<file path="config.mk">
export PLATFORM = sky130hd
export DESIGN_NAME = alu_op_sequencer
export DESIGN_NICKNAME = d
export VERILOG_FILES = /design/src/rtl/alu_op_sequencer.sv
export SDC_FILE = /design/constraint.sdc
export NUM_CORES = 1
export LEC_CHECK = 0
export ABC_AREA = 1
export CORE_MARGIN = 8
export CORE_UTILIZATION = 42
export CTS_BUF_LIST = sky130_fd_sc_hd__clkbuf_8
export DETAILED_ROUTE_END_ITERATION = 10
export DONT_BUFFER_PORTS = 1
export HOLD_SLACK_MARGIN = 0.02
export SETUP_SLACK_MARGIN = 0.15
export SLEW_MARGIN = 20
export SYNTH_ARGS = -nofsm -noshare
export SYNTH_HDL_FRONTEND = slang
export SYNTH_SLANG_ARGS = --single-unit
</file>
<file path="constraint.sdc">
create_clock -name clk -period 1.78 [get_ports clk]
set_clock_uncertainty 0.2 [all_clocks]
set_input_delay 0.356 -clock clk [delete_from_list [all_inputs] [get_ports clk]]
set_output_delay 0.356 -clock clk [all_outputs]
set_load 0.05 [all_outputs]
</file>
<file path="src/rtl/alu_op_sequencer.sv">
// Issues one ALU op at a time: maps op codes to Fxn selects, waits ALU_LAT cycles, returns the result.
// Optional result self-check enabled by macro ALU_SEQ_CHECK_EN (adds chk_mismatch output).
module alu_op_sequencer #(
    parameter int DW      = 6,
    parameter int ALU_LAT = 1
) (
    input  logic          clk,
    input  logic          rst,
    input  logic          cmd_valid,
    output logic          cmd_ready,
    input  logic [1:0]    cmd_op,
    input  logic [DW-1:0] cmd_a,
    input  logic [DW-1:0] cmd_b,
    output logic [DW-1:0] alu_a,
    output logic [DW-1:0] alu_b,
    output logic [2:0]    alu_fxn,
    input  logic [DW-1:0] alu_result,
    output logic          rsp_valid,
    input  logic          rsp_ready,
    output logic [DW-1:0] rsp_data,
    output logic          rsp_err
`ifdef ALU_SEQ_CHECK_EN
    ,
    output logic          chk_mismatch
`endif
);

    typedef enum logic [1:0] {IDLE, EXEC, RESP} state_t;

    state_t        state, stateNext;
    logic [3:0]    latCnt, latCntNext;
    logic [DW-1:0] aluANext, aluBNext, rspDataNext;
    logic [2:0]    aluFxnNext;
    logic          rspErrNext;
    logic          capture;

    // Only the three legal mux selects can ever be produced here.
    function automatic logic [2:0] opToFxn(input logic [1:0] op);
        case (op)
            2'b01:   return 3'b100;
            2'b10:   return 3'b101;
            default: return 3'b000;
        endcase
    endfunction

    assign cmd_ready = (state == IDLE);
    assign rsp_valid = (state == RESP);
    assign capture   = (state == EXEC) && (latCnt == 4'd0);

    always_comb begin
        stateNext   = state;
        latCntNext  = latCnt;
        aluANext    = alu_a;
        aluBNext    = alu_b;
        aluFxnNext  = alu_fxn;
        rspDataNext = rsp_data;
        rspErrNext  = rsp_err;
        case (state)
            IDLE: begin
                if (cmd_valid) begin
                    if (cmd_op == 2'b11) begin
                        rspDataNext = '0;
                        rspErrNext  = 1'b1;
                        stateNext   = RESP;
                    end else begin
                        aluANext   = cmd_a;
                        aluBNext   = cmd_b;
                        aluFxnNext = opToFxn(cmd_op);
                        latCntNext = 4'(ALU_LAT - 1);
                        stateNext  = EXEC;
                    end
                end
            end
            EXEC: begin
                if (capture) begin
                    rspDataNext = alu_result;
                    rspErrNext  = 1'b0;
                    aluFxnNext  = 3'b000;
                    stateNext   = RESP;
                end else begin
                    latCntNext = latCnt - 4'd1;
                end
            end
            RESP: begin
                if (rsp_ready) begin
                    stateNext = IDLE;
                end
            end
            default: stateNext = IDLE;
        endcase
    end

    always_ff @(posedge clk or posedge rst) begin
        if (rst) begin
            state    <= IDLE;
            latCnt   <= 4'd0;
            alu_a    <= '0;
            alu_b    <= '0;
            alu_fxn  <= 3'b000;
            rsp_data <= '0;
            rsp_err  <= 1'b0;
        end else begin
            state    <= stateNext;
            latCnt   <= latCntNext;
            alu_a    <= aluANext;
            alu_b    <= aluBNext;
            alu_fxn  <= aluFxnNext;
            rsp_data <= rspDataNext;
            rsp_err  <= rspErrNext;
        end
    end

`ifdef ALU_SEQ_CHECK_EN
    logic [DW-1:0] expResult;

    // Expected value is recomputed from the operands still held on the datapath.
    always_comb begin
        case (alu_fxn)
            3'b100:  expResult = {{(DW-1){1'b0}}, (alu_a < alu_b)};
            3'b101:  expResult = ~(alu_a ^ alu_b);
            default: expResult = alu_a + alu_b;
        endcase
    end

    always_ff @(posedge clk or posedge rst) begin
        if (rst) begin
            chk_mismatch <= 1'b0;
        end else if (capture && (expResult != alu_result)) begin
            chk_mismatch <= 1'b1;
        end
    end
`endif

endmodule

</file>
==> metrics.log <==
INFO  metric timing_worst_slew_pin_value = 506 ps
INFO  metric final_layout_size_suffix_gt1_frac = 0.144
INFO  metric routedWlPerCell = 15.6 um
INFO  metric clock_latency = 260 ps
INFO  metric post_synthesis_adder_cell_area_fraction = 0.0402
INFO  metric die_w = 70.4 um
INFO  metric ctsLongestPathBuffers = 2
INFO  metric post_synth_main_area_contributors = dfrtp_1 (54%), nand2_1 (20%), ha_1 (4.0%)
INFO  metric die_area = 4960 um2
INFO  metric report.final.slew_viol_count = 0
INFO  metric max_stage_delay = 460 ps
INFO  metric cp_top_family = flip-flops
INFO  metric place_congestion = 0.880
INFO  metric dp_hpwl = 2.11 mm
INFO  metric leakagePower = 0.812 nW
INFO  metric final-hold-violation-count = 0
INFO  metric layout_worst_path_cycle_share = 0.885
INFO  metric detail_route.drc_violations = 0
INFO  metric mappedNetlistArea = 1240 um2
INFO  metric critical_path.n_buffers_inverters = 1
INFO  metric postSynthRegisterBits = 27
INFO  metric coreArea = 2780 um2
INFO  metric required_time_worst_endpoint = 1220 ps
INFO  metric synthesized_net_count = 169
INFO  metric cts-htree-levels = 1
INFO  metric post_layout_min_period = 1580 ps
INFO  metric synthDistinctLibCells = 23
INFO  metric final-instance-count-excl-fill = 198
INFO  metric fmax = 0.635 GHz
INFO  metric grt_setup_unrepaired = true
INFO  metric powerDensity = 2140 nW/um2
INFO  metric pin_count_of_the_biggest_net_entering_global_routing = 28
INFO  metric vdd.ir_drop.worst = 0.00134 V
INFO  metric criticalPathCategory = reg -> out
INFO  metric yosysSeqAreaShare = 0.543
INFO  metric min-delay-path-class = in -> reg
INFO  metric global_routing_s_busiest_layer = met2
INFO  metric total_grt_overflow = 0
INFO  metric run_status = finished clean
INFO  metric finalWorstSetupSlack = 205 ps
INFO  metric r2r_slack = 260 ps
INFO  metric postSynthCellCount = 141
INFO  metric grt_pass1_wl = 5.26 mm
INFO  metric numPortBuffers = 0
INFO  metric postRouteWirelength = 3.09 mm
INFO  metric route.detailed.vias_per_inst = 5.02
INFO  metric die_y = 70.4 um
INFO  metric io_pins = 48
INFO  metric slew_headroom = 0.663
INFO  metric synthesis.area_per_instance = 8.83 um2
INFO  metric numCtsBuffers = 3
INFO  metric worst_setup_path_end_kind = primary output
INFO  metric number_of_antenna_diodes = 0
INFO  metric met2_routing_resource_usage_after_global_routing = 0.218
INFO  metric final_design_area_no_fill = 1570 um2
INFO  metric ant_nets = 0
INFO  metric tns = 0 ps
INFO  metric max_cap_violations = 0
INFO  metric synth.area.mux_share = 0
INFO  metric startpoint_type = flip-flop
INFO  metric final_common_cell = nand2_1
INFO  metric rows = 19
INFO  metric crit_chain = nor2_2 > buf_6
INFO  metric placement.setup.worst_slack = 242 ps
INFO  metric synth-compound-area-share = 0.0181
INFO  metric number_of_nets_in_the_layout = 196
INFO  metric clock_transition_time_at_the_flip_flop_clock_pins_of_the_worst_setup_and_hold_paths = 90 ps
INFO  metric synth_top_cell_area_share = 0.543
INFO  metric cts_tree = built
INFO  metric synth-warning-count = 0
INFO  metric synth-simple-area-share = 0.327
INFO  metric initialDrtViolationCount = 46
INFO  metric worstPathMaxFanout = 4
INFO  metric timing.critical_path.arrival = 1020 ps
INFO  metric gr-usage-met3 = 0.0607
INFO  metric placed_cell_area = 1290 um2
INFO  metric grt_util_all_layers = 0.125
INFO  metric first_pass_iters = 4
INFO  metric slowest_stage_cell_cp = dfrtp_2
INFO  metric initial_antenna_violation_count = 0
INFO  metric synth_top_family_by_area = simple AND/OR/NAND/NOR gates
INFO  metric placedCellCount = 172
INFO  metric final_cell_mix = nand2_1 (65), dfrtp_1 (25), dlygate4sd3_1 (20), inv_1 (10), nand3_1 (10)
INFO  metric grt_use_met1 = 0.135
INFO  metric detailed_route_via_count = 993
INFO  metric start_util = 0.448
INFO  metric clock_sinks = 27
INFO  metric area.growth.synth_to_final = 26.0%
INFO  metric timing.final.setup_violations = 0
INFO  metric first_global_vias = 1093
INFO  metric synth_top_cell_by_area = dfrtp_1
INFO  metric synth_area_in_xor_xnor = 0.00704
INFO  metric ctsRootBufferMaster = clkbuf_8
## Yosys cell counts
cell type  instances
nand2_1           65
conb_1             1
nand4_1            1
inv_1              9
or2_0              1
nand3_4            1
buf_4              2
inv_4              1
o211ai_1           1
buf_8              1
inv_2              2
nor2_2             1
nand3_2            2
o21ai_0            1
nor2_1             4
nor2_4             2
ha_1               4
xnor2_1            1
a21oi_1            2
nand4_2            1
nand2_2            1
dfrtp_1           27
nand3_1           10
## state kept, by name, summed over array words and instances, names as in the netlist
signal,cells
alu_a,6
alu_b,6
alu_fxn,2
latCnt,4
rsp_data,6
rsp_err,1
state,2
## power by group
| part | total, mW | internal, mW | switching (mW) |
|---|---|---|---|
| registers | 1.95 | 0.893 | 1.06 |
| clock network | 0.333 | 0.154 | 0.179 |
| logic | 1.08 | 0.396 | 0.681 |
## path summary, 6_finish.rpt
kind	from	endpoint	cells past startpoint
worst max-delay path	state[0]	rsp_valid	2
worst min-delay path	cmd_valid	latCnt[3]	3
worst max register to register	latCnt[0]	latCnt[2]	7
worst min register to register	latCnt[0]	latCnt[0]	1
max in group asynchronous	rst	state[1]	3
min in group asynchronous	rst	alu_b[1]	3
## layer usage
metal	up-vias	share of wire
met5	-	0
met4	0	0.0094
met3	4	0.099
met2	45	0.50
met1	455	0.40
li1	489	-
## kinds of logic after synthesis
logic type / Yosys count
simple gates: 89
flops: 27
compound gates: 4
fa+ha+maj: 4
xor+xnor: 1
buf+inv: 15
other cells: 1
## worst register-to-register path, stage by stage, from the launching register on
cell and delay [ps]:
dfrtp_1 390, inv_1 120, ha_2 220, nand3_2 150
nand2_2 130, nand2_1 90, nand2_1 70, nand2_1 40
## repair_timing
action,in CTS,in global routing
gates cloned,0,1
buffers inserted,1,0
resized for setup,1,6
endpoints found under the hold margin,46,0
pin swaps,0,1
hold buffers,20,0
endpoints found under the setup margin,2,18
## stage by stage
step	util	total power [mW]	hold WS (ps)
finish	0.564	3.36	78.2
global placement	0.462	2.89	126
global route	0.564	3.60	91.8
CTS	0.554	3.31	76.5
floorplan	-	2.70	209
detailed placement	0.462	2.93	129
## final cells by class
type / count / area, um2
clock buffer: 3 / 41.3
clock inverter: 1 / 3.75
fill: 239 / 1210
inverter: 12 / 50.0
multi-input combinational: 100 / 519
sequential: 27 / 678
tap: 31 / 38.8
timing repair buffer: 24 / 238
Power figures use the tool's default switching activity.
